[src/rtl/sram512_ctl_pkg.sv]
// sram512_ctl_pkg: shared widths, idle pin levels and encodings for the 512x8 SRAM controller.
package sram512_ctl_pkg;
  localparam int SRAM_AW = 9;
  localparam int SRAM_DW = 8;
  localparam logic CEN_IDLE = 1'b1;
  localparam logic GWEN_IDLE = 1'b1;
  localparam logic [SRAM_DW-1:0] WEN_IDLE = 8'hFF;
  typedef enum logic {CLEAR, RUN} state_t;
  typedef enum logic {PORT0, PORT1} port_t;
endpackage

[src/rtl/sram512_clear_seq.sv]
// sram512_clear_seq: post-reset clear address counter and sticky done flag.
module sram512_clear_seq
  import sram512_ctl_pkg::*;
#(
  parameter bit SKIP = 1'b0
) (
  input  logic               clk,
  input  logic               rst_n,
  input  logic               en,
  output logic [SRAM_AW-1:0] addr,
  output logic               last,
  output logic               done
);
  assign last = &addr;
  always_ff @(posedge clk)
    if (!rst_n) begin
      addr <= '0;
      done <= 1'b0;
    end else begin
      addr <= en ? addr + 1'b1 : addr;
      done <= done | SKIP | (en & last);
    end
endmodule

[src/rtl/sram512_arbiter_ctl.sv]
// sram512_arbiter_ctl: two-port arbiter and registered pin sequencer for a 512x8 single-port SRAM.
module sram512_arbiter_ctl
  import sram512_ctl_pkg::*;
#(
  parameter bit                 CLEAR_ON_RESET = 1'b1,
  parameter logic [SRAM_DW-1:0] CLEAR_VALUE    = 8'h00,
  parameter int unsigned        MAX_WAIT       = 4
) (
  input  logic               clk,
  input  logic               rst_n,
  input  logic               p0_valid,
  output logic               p0_ready,
  input  logic               p0_we,
  input  logic [SRAM_AW-1:0] p0_addr,
  input  logic [SRAM_DW-1:0] p0_wdata,
  input  logic [SRAM_DW-1:0] p0_wmask,
  output logic               p0_rvalid,
  output logic [SRAM_DW-1:0] p0_rdata,
  input  logic               p1_valid,
  output logic               p1_ready,
  input  logic               p1_we,
  input  logic [SRAM_AW-1:0] p1_addr,
  input  logic [SRAM_DW-1:0] p1_wdata,
  input  logic [SRAM_DW-1:0] p1_wmask,
  output logic               p1_rvalid,
  output logic [SRAM_DW-1:0] p1_rdata,
  output logic               mem_cen,
  output logic               mem_gwen,
  output logic [SRAM_DW-1:0] mem_wen,
  output logic [SRAM_AW-1:0] mem_a,
  output logic [SRAM_DW-1:0] mem_d,
  input  logic [SRAM_DW-1:0] mem_q,
  output logic               init_done
);
  localparam logic [3:0] WMAX = 4'(MAX_WAIT);
  state_t state, state_nx;
  logic [3:0] wait_cnt, wait_nx;
  logic [SRAM_AW-1:0] clr_addr, sel_addr, a_nx;
  logic [SRAM_DW-1:0] sel_wdata, sel_wmask, wen_nx, d_nx;
  logic clr_last, run, hold, g0, g1, sel_we, cen_nx, gwen_nx, rd_nx;
  logic s1_v, s2_v;
  port_t s1_id, s2_id;

  sram512_clear_seq #(.SKIP(!CLEAR_ON_RESET)) u_clr (
    .clk  (clk),
    .rst_n(rst_n),
    .en   (state == CLEAR),
    .addr (clr_addr),
    .last (clr_last),
    .done (init_done)
  );

  always_ff @(posedge clk)
    state <= !rst_n ? (CLEAR_ON_RESET ? CLEAR : RUN) : state_nx;

  always_comb state_nx = (state == CLEAR && clr_last) ? RUN : state;

  // Starved p1 overrides p0 once it has waited MAX_WAIT cycles.
  always_comb begin
    run = state == RUN;
    hold = wait_cnt == WMAX && p1_valid;
    g1 = run && p1_valid && (hold || !p0_valid);
    g0 = run && p0_valid && !hold;
    sel_we = g1 ? p1_we : p0_we;
    sel_addr = g1 ? p1_addr : p0_addr;
    sel_wdata = g1 ? p1_wdata : p0_wdata;
    sel_wmask = g1 ? p1_wmask : p0_wmask;
    cen_nx = !run ? 1'b0 : (g0 || g1) ? 1'b0 : CEN_IDLE;
    gwen_nx = !run ? 1'b0 : (g0 || g1) && sel_we ? 1'b0 : GWEN_IDLE;
    wen_nx = !run ? '0 : (g0 || g1) && sel_we ? ~sel_wmask : WEN_IDLE;
    a_nx = !run ? clr_addr : (g0 || g1) ? sel_addr : mem_a;
    d_nx = !run ? CLEAR_VALUE : (g0 || g1) && sel_we ? sel_wdata : mem_d;
    rd_nx = (g0 || g1) && !sel_we;
    wait_nx = (!p1_valid || g1) ? 4'd0 : wait_cnt == WMAX ? wait_cnt : wait_cnt + 1'b1;
  end

  assign p0_ready = g0;
  assign p1_ready = g1;
  assign p0_rvalid = s2_v && s2_id == PORT0;
  assign p1_rvalid = s2_v && s2_id == PORT1;
  assign p0_rdata = mem_q;
  assign p1_rdata = mem_q;

  // Stage 1 tracks the issued read, stage 2 the cycle the macro's Q is valid.
  always_ff @(posedge clk)
    if (!rst_n) begin
      mem_cen <= CEN_IDLE;
      mem_gwen <= GWEN_IDLE;
      mem_wen <= WEN_IDLE;
      mem_a <= '0;
      mem_d <= '0;
      wait_cnt <= '0;
      s1_v <= 1'b0;
      s2_v <= 1'b0;
      s1_id <= PORT0;
      s2_id <= PORT0;
    end else begin
      mem_cen <= cen_nx;
      mem_gwen <= gwen_nx;
      mem_wen <= wen_nx;
      mem_a <= a_nx;
      mem_d <= d_nx;
      wait_cnt <= wait_nx;
      s1_v <= rd_nx;
      s2_v <= s1_v;
      s1_id <= g1 ? PORT1 : PORT0;
      s2_id <= s1_id;
    end
endmodule

[config.mk]
export PLATFORM = sky130hd
export DESIGN_NAME = sram512_arbiter_ctl
export DESIGN_NICKNAME = d
export VERILOG_FILES = /design/src/rtl/sram512_ctl_pkg.sv /design/src/rtl/sram512_clear_seq.sv /design/src/rtl/sram512_arbiter_ctl.sv
export SDC_FILE = /design/constraint.sdc
export NUM_CORES = 1
export LEC_CHECK = 0
export ABC_AREA = 0
export CELL_PAD_IN_SITES_DETAIL_PLACEMENT = 0
export CELL_PAD_IN_SITES_GLOBAL_PLACEMENT = 1
export CORE_MARGIN = 1.5
export CORE_UTILIZATION = 26
export DETAILED_ROUTE_END_ITERATION = 6
export PLACE_DENSITY = 0.86
export SLEW_MARGIN = 20
export SYNTH_ARGS = -nofsm -noshare
export SYNTH_HDL_FRONTEND = slang
export SYNTH_SLANG_ARGS = --single-unit
export TNS_END_PERCENT = 50
[constraint.sdc]
create_clock -name clk -period 1.62 [get_ports clk]
set_input_delay 0.243 -clock clk [delete_from_list [all_inputs] [get_ports clk]]
set_output_delay 0.243 -clock clk [all_outputs]
set_load 0.02 [all_outputs]
======== Word-level counts from Yosys, hierarchy flattened ========
Index checks and enable logic that the tools add are counted.
storage, ports and cells
  output and inout port bits .............. 48
  flip-flop bits (word level) ............. 46
  logic and storage cells ................. 56
  input port bits ......................... 64
operators by class
  bitwise gates (word level) .............. 6
  muxes and demuxes ....................... 13
  add/sub/neg operators ................... 2
  equal/unequal tests ..................... 2
  reductions and logical operators ........ 20
operator list
  kind                                                             number
  8-bit two-way mux                                                4
  9-bit two-way mux                                                3
  1-bit logical AND                                                10
  9-bit by 1-bit adder with 9-bit output, second input constant    1
  9-bit AND reduction                                              1
  8-bit inverter                                                   1
  1-bit two-way mux                                                6
  4-bit by 1-bit adder with 4-bit output, second input constant    1
  4-bit by 3-bit == test with 1-bit output, second input constant  1
  1-bit logical NOT                                                4
  1-bit logical OR                                                 3
  1-bit inverter                                                   3
  2-bit by 1-bit != test with 1-bit output, second input constant  1
  2-bit AND reduction                                              1
  2-bit OR reduction                                               1
  1-bit AND                                                        1
  1-bit OR                                                         1

======== Longest topological paths before layout ========
Gate-level depths: netlist of run 1.
  word-level depth ........................ 8
  depth in mapped cells ................... 8
  mapped depth without buffers ............ 7

======== Cells and area by module ========
A second synthesis of run 1 with hierarchy kept.
unflattened totals
  cell total of the unflattened synthesis .. 289
  area total of the unflattened synthesis .. 2507.4 um^2
by module, submodules not included
  module               area each (um^2)  sequential area each (um^2)  instances  cells an instance
  sram512_arbiter_ctl  2059.5            720.7                        1          244
  sram512_clear_seq    447.9             200.2                        1          45

======== Worst setup path before layout of run 1 ========
No wires, ideal clock.
  path kind ............................... reg2reg
  start ................................... reg wait_cnt[0]
  end ..................................... reg mem_wen[5]
  data arrival time ....................... 1508 ps
  library setup time ...................... 114 ps
  clock period less this slack ............ 1621 ps
  cell stages (with the launch flop) ...... 9
  slack ................................... -1 ps
  data required time ...................... 1506 ps
  cell sequence ........................... dfxtp_1 > inv_1 > ha_1 > nand4b_1 > and4_4 > buf_6 > buf_2 > o32ai_1 > a21o_1
on the way
  cells in the longest elaborated chain, start to end .. 8
RTL lines
  item                                                          line                                                  text
  start, declared                                               sram512_arbiter_ctl.sv:37                             logic [3:0] wait_cnt, wait_nx;
  start signal, assigned                                        sram512_arbiter_ctl.sv:103                            wait_cnt <= wait_nx;
  4-bit by 3-bit == test with 1-bit output (*)                  sram512_arbiter_ctl.sv:61                             hold = wait_cnt == WMAX && p1_valid;
  1-bit logical AND (*)                                         sram512_arbiter_ctl.sv:61
  1-bit logical OR / 1-bit logical NOT (equally long branches)  sram512_arbiter_ctl.sv:62, sram512_arbiter_ctl.sv:63
  1-bit logical AND (on tied branches)                          sram512_arbiter_ctl.sv:62, sram512_arbiter_ctl.sv:63
  1-bit two-way mux, or another cell as far along               sram512_arbiter_ctl.sv:64                             sel_we = g1 ? p1_we : p0_we;
  1-bit logical AND / 8-bit inverter (equally long branches)    sram512_arbiter_ctl.sv:70                             wen_nx = !run ? '0 : (g0 || g1) && sel_we ? ~sel_wmask : WEN_IDLE;
  8-bit two-way mux (*) (2 in series)                           sram512_arbiter_ctl.sv:70
  end signal, assigned                                          sram512_arbiter_ctl.sv:100                            mem_wen <= wen_nx;
  end, declared                                                 sram512_arbiter_ctl.sv:29                             output logic [SRAM_DW-1:0] mem_wen,
Every way passes the cells marked *; elsewhere a longest branch is shown, timed or not.
A chain may end at the register's enable or synchronous reset.

======== Worst setup path after layout of run 1 ========
  start ................................... reg wait_cnt[1]
  end ..................................... out p1_ready
on the way
  cells in the longest elaborated chain, start to end .. 4
RTL lines
  item                                      line                       text
  4-bit by 3-bit == test with 1-bit output  sram512_arbiter_ctl.sv:61
  1-bit logical AND                         sram512_arbiter_ctl.sv:61
  1-bit logical OR                          sram512_arbiter_ctl.sv:62  g1 = run && p1_valid && (hold || !p0_valid);
  1-bit logical AND                         sram512_arbiter_ctl.sv:62
  end, declared                             sram512_arbiter_ctl.sv:20  output logic p1_ready,
Every way passes these cells.

==> results.rst, run 1 <==
.. list-table::
   :header-rows: 1

   * - Metric
     - Value
   * - Number of antenna violations at the first check in global routing
     - 0
   * - Required time of the critical path
     - 1.38 ns
   * - First-pass detailed-route iteration total
     - 4
   * - Initial core utilization
     - between 20% and 30%
   * - Fin Clk Skew
     - 0.00373 ns
   * - Minimum clock period after layout
     - ~1.7 ns
   * - Worst min-delay path startpoint
     - s1_id
   * - Number of sinks driven by the clock tree
     - 46
   * - Transition time at the pin with the least slew margin
     - 0.450 ns
   * - Congestion Overflow GR
     - 0
   * - Via count of the first global-routing pass
     - 2172
   * - H-tree depth
     - 2
   * - Number of buffers created by CTS
     - 5
   * - Overall routing resource usage
     - 13.1%
   * - Number of buffers on the longest clock path
     - 2
   * - Violations in the final reports
     - setup timing
   * - Critical Path Stages
     - 6
   * - Utilization after layout
     - 40.4%
   * - Count of buffers from port buffering
     - 87
   * - Area of the die
     - 9380 um2
   * - DRC marker count from the first detailed-route iteration
     - 86
   * - Routability congestion estimate
     - 0.744
   * - Routed length per placed instance
     - between 10 and 15 um
   * - I/O Pins
     - ~110
   * - Worst slew margin
     - 69.9%
   * - Cell class contributing the biggest share of worst-path delay
     - flip-flops
   * - Unique cell type count in the Yosys netlist
     - 38
   * - Pwr/cell area
     - ~620 nW/um2
   * - Post-synthesis instance total
     - between 200 and 300
   * - Top fanout value on the critical path
     - 3
   * - Maximum Capacitance Violations
     - 0
   * - Final number of max-transition violations
     - 0
   * - Post-Synthesis Net Count
     - 323
   * - Area of the mapped netlist
     - 2290 um2
   * - Detail Route Antenna Nets
     - 0
   * - Fin. Hold Viols
     - 0
   * - Arrival @ worst endpoint
     - 1.42 ns
   * - HPWL reported at the end of detailed placement
     - 4.73 mm
   * - Worst skew pair latency
     - about 0.30 ns
   * - Drt via density
     - 4.73
   * - WHS Endpoint
     - s2_id
   * - Library cell contributing the largest single delay on the critical path
     - sky130_fd_sc_hd__dfxtp_2
   * - Count of buffer and inverter cells on the critical path
     - 3
   * - Fillers
     - roughly 860
   * - Wire length of the first global-routing pass
     - about 10 mm
   * - Fraction of the yosys area taken by sequential cells
     - 40.2%
   * - Post-layout instance area
     - 3490 um2
   * - Post-Layout Cell Count
     - 453
   * - Core region area
     - 8640 um2
   * - Result of the run
     - complete, but fails checks
   * - Critical register-to-register path startpoint
     - wait_cnt[1]
   * - Overall via count from detail_route
     - 2143
   * - Highest cell delay on the worst timing path
     - 0.33 ns
   * - Pin count of the biggest net entering global routing
     - 22
   * - Category of the critical setup timing path
     - flop to output port
   * - Placed instance count
     - 443
   * - Number of synthesized register bits
     - 46
   * - Cell-by-cell trace of the critical path
     - inv_2, ha_4, nand3b_1, a21o_1, inv_2, buf_6
   * - Clock root buffer
     - sky130_fd_sc_hd__clkbuf_8
   * - Clock edge transition at the registers on the reported setup and hold paths
     - 0.08 ns
   * - Hold depth
     - 1
   * - Number of remaining DRC errors
     - 0
   * - Area growth from synthesis to layout
     - 52.2%
   * - Worst reg2reg endpoint
     - mem_a[2]
   * - Highest achievable clock rate
     - between 0.6 and 0.7 GHz
   * - Most common cell type on the critical path
     - sky130_fd_sc_hd__inv_2
   * - Final period utilization
     - 103%
   * - Crit start category
     - flop
   * - Static Leak
     - 1.47 nW
   * - Die extent in y
     - 96.8 um
   * - Warnings from Yosys
     - 0
   * - Share of layout cells above drive strength 1
     - 16.5%
   * - Mapped Avg Cell Area
     - ~9 um2
   * - Placement Rows
     - 34
   * - Internal reg-to-reg setup slack
     - 0 ns
   * - Number of nets at the end of the flow
     - 413
   * - Instance area at placement
     - 3280 um2
   * - Worst min path class
     - flop to flop
   * - Unrepaired setup endpoints after global routing
     - true
   * - Die width
     - 96.8 um
   * - Worst Reg-to-Reg Cells
     - 7
   * - VDD IR-drop max
     - 0.000278 V
   * - Total wirelength of the detailed-routed design
     - 6.31 mm
   * - Clock tree from TritonCTS
     - yes
   * - Worst path setup slack after routing
     - -0.0427 ns
   * - Diode count
     - 0
   * - Setup slack after placement
     - -0.354 ns
   * - Final count of negative-setup-slack endpoints
     - 2
   * - Setup crit end kind
     - output port
[synth_stat cells, drive strengths merged]
master  instances  share of area (%)
nand3          12                2.6
or3             1               0.27
nor2           17                2.9
ha              4                2.2
o22a            1               0.38
xnor2           5                1.9
o32ai           7                2.7
and2           10                2.7
o21ai           4               0.87
nor2b           4                1.1
or2             1               0.27
a211oi          1               0.33
a22oi           7                2.3
o221ai          1               0.38
and4            1               0.49
xor2            2               0.77
nand4b          2               0.77
and3            9                2.5
nand3b          1               0.33
dfxtp          46                 40
nand2b          1               0.27
inv             6               0.98
nor3            6                1.5
o22ai           8                2.2
o31ai           8                2.6
a21o            8                2.6
buf            30                8.9
clkbuf          4               0.66
a21oi          25                5.6
nand2           5               0.82
mux2i          18                7.9
[layout make-up]
class                      count  area (um2)  share of cell area, %
sequential                    46         923                   26.5
timing repair buffer         117        1120                   32.1
multi-input combinational    169        1200                   34.6
inverter                       6        22.5                  0.646
tap                          108         135                   3.88
clock buffer                   6        72.6                   2.08
clock inverter                 1        7.51                  0.215
[power breakdown]
group | total (mW) | internal, mW | switching (mW)
clock network | 0.676 | 0.296 | 0.380
logic | 0.330 | 0.209 | 0.120
registers | 1.17 | 1.16 | 0.0150
[cell families after synthesis]
group | share of synthesized area, %
compound gates | 20.0
simple gates | 16.6
flops | 40.2
buf+inv | 10.5
mux | 7.87
xor+xnor | 2.68
fa+ha+maj | 2.19
[metal layers]
layer	vias to the layer above	global-route usage, %	wire, um
met2	73	22.3	3010
met1	988	16.2	2840
met4	0	2.79	44
li1	1078	-	-
met3	4	4.12	417
met5	-	0	0
[worst reg2reg max path, cell delays in order (launching register included)]
cell and delay, ns:
sky130_fd_sc_hd__dfxtp_2 0.34, sky130_fd_sc_hd__inv_2 0.05, sky130_fd_sc_hd__ha_4 0.16, sky130_fd_sc_hd__nand3b_1 0.13, sky130_fd_sc_hd__a21o_1 0.21, sky130_fd_sc_hd__buf_8 0.24, sky130_fd_sc_hd__mux2i_2 0.29, sky130_fd_sc_hd__o22ai_1 0.10
[metrics by stage]
step	hold WS [ns]	setup TNS [ns]	power [mW]
floorplan	0.317	0	1.36
global placement	0.422	-7.25	1.51
detailed placement	0.421	-7.87	1.52
CTS	0.441	-0.334	2.19
global route	0.450	-0.633	2.26
finish	0.438	-0.0439	2.18
[state kept, by name (all words and copies together), names as in the netlist]
register    count
mem_a           9
u_clr.addr      9
mem_d           8
mem_wen         8
wait_cnt        4
mem_cen         1
mem_gwen        1
run             1
s1_id           1
s1_v            1
s2_id           1
s2_v            1
u_clr.done      1
[placed cells by master, fill, tap and decap left out, drive strengths merged, types with 4 or more instances in the layout]
master and n:
o21ai 4, o32ai 7, ha 4, o22ai 8
a21o 8, nor2b 4, dfxtp 46, nand3 12
xnor2 5, inv 6, and3 9, nor2 17
clkbuf 6, nor3 6, nand2 5, a22oi 7
clkdlybuf4s50 83, buf 32, mux2i 18, o31ai 8
a21oi 25, and2 10
[worst max-delay path by stage]
| stage | from | endpoint | slack, ns |
|---|---|---|---|
| floorplan | wait_cnt[0] | mem_wen[5] | 0.05 |
| global placement | p1_valid | p1_ready | -0.36 |
| detailed placement | p1_valid | p1_ready | -0.35 |
| CTS | wait_cnt[1] | p1_ready | -0.04 |
| global route | wait_cnt[1] | p1_ready | -0.12 |
| finish | wait_cnt[1] | p1_ready | -0.04 |
[timing repair]
action	in CTS	in global routing
gates resized for setup	17	21
setup buffers	1	2
hold buffers	0	0
endpoints found under the setup margin	31	34
pin swaps	2	4
Power figures use the tool's default switching activity.
==> run 2, diff against run 1 <==
TNS_END_PERCENT = 20   (was 50)
==> run 2 against run 1 <==
The flow still finishes with violations (setup timing). Design area unchanged. Cell count decreased by 0.22%. Register-to-register slack about the same. Die area unchanged. Core utilization unchanged. Setup slack improved by 0.0012 ns. Clock power decreased by 0.6%. Total power decreased by 0.28%. Sequential cell count unchanged. Routed wire length decreased by 0.44%. Non-clock buffer count decreased by 1. Via count decreased by 0.23%. Largest power group unchanged.
==> results.rst, run 2 (same netlist as run 1, synthesis figures left out) <==
.. list-table::
   :header-rows: 1

   * - Metric
     - Value
   * - Area of the multi-input gates
     - 1210 um2 (was 1200 um2)
   * - HPWL reported at the end of detailed placement
     - 4.73 mm (unchanged)
   * - Share of layout cells above drive strength 1
     - 16.6% (was 16.5%)
   * - Arrival @ worst endpoint
     - 1.42 ns (about the same)
   * - Pin count of the biggest net entering global routing
     - 22 (unchanged)
   * - Die extent in y
     - 96.8 um (unchanged)
   * - VDD IR-drop max
     - 0.000278 V (about the same)
   * - First-pass detailed-route iteration total
     - 4 (unchanged)
   * - I/O Pins
     - 112 (unchanged)
   * - Wire length of the first global-routing pass
     - 10.1 mm (about the same)
   * - Setup crit end kind
     - output port (unchanged)
   * - Most frequent standard cell in the layout excluding fill and tap cells
     - sky130_fd_sc_hd__clkdlybuf4s50_1 (unchanged)
   * - Transition time at the pin with the least slew margin
     - 0.454 ns (was 0.450 ns)
   * - Final number of max-transition violations
     - 0 (unchanged)
   * - Worst path setup slack after routing
     - -0.0416 ns (was -0.0427 ns)
   * - Worst skew pair latency
     - 0.29 ns (was 0.30 ns)
   * - Clock edge transition at the registers on the reported setup and hold paths
     - 0.08 ns (about the same)
   * - Drt via density
     - 4.73 (about the same)
   * - Count of buffers from port buffering
     - 87 (unchanged)
   * - Most common cell type on the critical path
     - sky130_fd_sc_hd__inv_2 (unchanged)
   * - Final count of negative-setup-slack endpoints
     - 1 (was 2)
   * - Number of buffers created by CTS
     - 5 (unchanged)
   * - Maximum Capacitance Violations
     - 0 (unchanged)
   * - Top fanout value on the critical path
     - 3 (unchanged)
   * - Number of nets at the end of the flow
     - 412 (was 413)
   * - Routability congestion estimate
     - 0.744 (unchanged)
   * - Placed instance count
     - 443 (unchanged)
   * - Number of remaining DRC errors
     - 0 (unchanged)
   * - Fin. Hold Viols
     - 0 (unchanged)
   * - Top library cells by usage in the layout, fill and taps aside
     - sky130_fd_sc_hd__clkdlybuf4s50_1, sky130_fd_sc_hd__dfxtp_1, sky130_fd_sc_hd__a21oi_1, sky130_fd_sc_hd__buf_4, sky130_fd_sc_hd__mux2i_1 (was sky130_fd_sc_hd__clkdlybuf4s50_1, sky130_fd_sc_hd__dfxtp_1, sky130_fd_sc_hd__buf_4, sky130_fd_sc_hd__a21oi_1, sky130_fd_sc_hd__mux2i_1)
   * - Pwr/cell area
     - 623 nW/um2 (was 625 nW/um2)
   * - Static Leak
     - 1.46 nW (was 1.47 nW)
   * - Setup tns final
     - -0.0416 ns (was -0.0439 ns)
   * - Sequential cell area
     - 923 um2 (unchanged)
   * - Unrepaired setup endpoints after global routing
     - true (unchanged)
   * - Library cell contributing the largest single delay on the critical path
     - sky130_fd_sc_hd__dfxtp_2 (unchanged)
   * - Cell class contributing the biggest share of worst-path delay
     - flip-flops (unchanged)
   * - DRC marker count from the first detailed-route iteration
     - 89 (was 86)
   * - Core region area
     - 8640 um2 (unchanged)
   * - Result of the run
     - complete, but fails checks (unchanged)
   * - Post-Layout Cell Count
     - 452 (was 453)
   * - Clock root buffer
     - sky130_fd_sc_hd__clkbuf_8 (unchanged)
   * - Count of buffer and inverter cells on the critical path
     - 3 (unchanged)
   * - Number of antenna violations at the first check in global routing
     - 0 (unchanged)
   * - Area growth from synthesis to layout
     - 52.2% (unchanged)
   * - Number of sinks driven by the clock tree
     - 46 (unchanged)
   * - Highest achievable clock rate
     - 0.602 GHz (was 0.601 GHz)
   * - Cell-by-cell trace of the critical path
     - inv_2, ha_4, nand3b_1, a21o_1, inv_2, buf_6 (unchanged)
   * - Detail Route Antenna Nets
     - 0 (unchanged)
   * - H-tree depth
     - 2 (unchanged)
   * - Final period utilization
     - 103% (about the same)
   * - Area of the die
     - 9380 um2 (unchanged)
   * - Routed length per placed instance
     - 13.9 um (about the same)
   * - Worst min path class
     - flop to flop (unchanged)
   * - Congestion Overflow GR
     - 0 (unchanged)
   * - Diode count
     - 0 (unchanged)
   * - Hold depth
     - 1 (unchanged)
   * - Fin Clk Skew
     - 0.00377 ns (was 0.00373 ns)
   * - Category of the critical setup timing path
     - flop to output port (unchanged)
   * - Highest cell delay on the worst timing path
     - 0.33 ns (about the same)
   * - Initial core utilization
     - 26.5% (unchanged)
   * - Placement Rows
     - 34 (unchanged)
   * - Worst Reg-to-Reg Cells
     - 7 (unchanged)
   * - Via count of the first global-routing pass
     - 2180 (was 2172)
   * - Violations in the final reports
     - setup timing (unchanged)
   * - Hold_ws
     - 0.438 ns (about the same)
   * - Fillers
     - 856 (unchanged)
   * - Total wirelength of the detailed-routed design
     - 6.28 mm (was 6.31 mm)
   * - Overall via count from detail_route
     - 2138 (was 2143)
   * - Critical Path Stages
     - 6 (unchanged)
   * - Overall routing resource usage
     - 13.1% (about the same)
   * - Leading registers by flop count
     - mem_a: 9 flops, u_clr.addr: 9 flops (unchanged)
   * - Minimum clock period after layout
     - 1.66 ns (about the same)
   * - Number of buffers on the longest clock path
     - 2 (unchanged)
   * - Clock tree from TritonCTS
     - yes (unchanged)
   * - Worst slew margin
     - 69.6% (was 69.9%)
   * - Required time of the critical path
     - 1.38 ns (about the same)
   * - Die width
     - 96.8 um (unchanged)
   * - Crit start category
     - flop (unchanged)
## run 2: cell types whose count changed in the layout (fill, tap and decap cells not counted)
cell and change:
sky130_fd_sc_hd__o32ai_2 +1, sky130_fd_sc_hd__buf_4 -1, sky130_fd_sc_hd__o32ai_1 -1
## run 2: repair_timing
item / in CTS / in global routing
gates resized for setup: 17 / 22
setup buffers: 1 / 1
hold buffers: 0 / 0
setup endpoints to repair: 31 / 33
pin swaps: 2 / 7
## run 2: cell type report
class | count | share of cell area (%)
clock buffer | 6 | 2.08
sequential | 46 | 26.5
tap | 108 | 3.88
timing repair buffer | 116 | 31.9
clock inverter | 1 | 0.215
inverter | 6 | 0.646
multi-input combinational | 169 | 34.8
## run 2: through the flow
stage               total power, mW  setup slack [ns]  util, %  area (um2)
finish                         2.17           -0.0416     40.4        3490
global route                   2.26            -0.119     40.4        3490
CTS                            2.19           -0.0447     39.2        3390
detailed placement             1.52            -0.354     38.0        3280
global placement               1.51            -0.356     38.0        3280
floorplan                      1.36            0.0452        -        2290
## run 2: routing by layer
layer / part of all wire (%) / GRT usage [%]
met5: 0 / 0
met4: 1.1 / 3.12
met3: 6.6 / 4.12
met2: 47 / 22.2
met1: 45 / 16.1
## run 2: final timing paths
check / startpoint / slack, ns / to
setup / recovery: wait_cnt[1] / -0.04 / p1_ready
hold / removal: s1_id / 0.44 / s2_id
setup reg to reg: wait_cnt[1] / 0 / mem_a[2]
hold reg to reg: s1_id / 0.44 / s2_id
## run 2: where the power goes
group,total (mW),leakage [nW],internal [mW],switching (mW)
Sequential,1.17,0.376,1.16,0.0150
Clock,0.672,0.0373,0.296,0.376
Combinational,0.327,1.05,0.207,0.121
Total,2.17,1.46,1.66,0.511
## run 2: worst reg2reg max path, delay by kind of cell, from the launching register on
family / cells / cell delay [ns]
compound gates: 2 / 0.31
mux: 1 / 0.29
buf+inv: 2 / 0.29
simple gates: 1 / 0.13
flops: 1 / 0.34
fa+ha+maj: 1 / 0.16
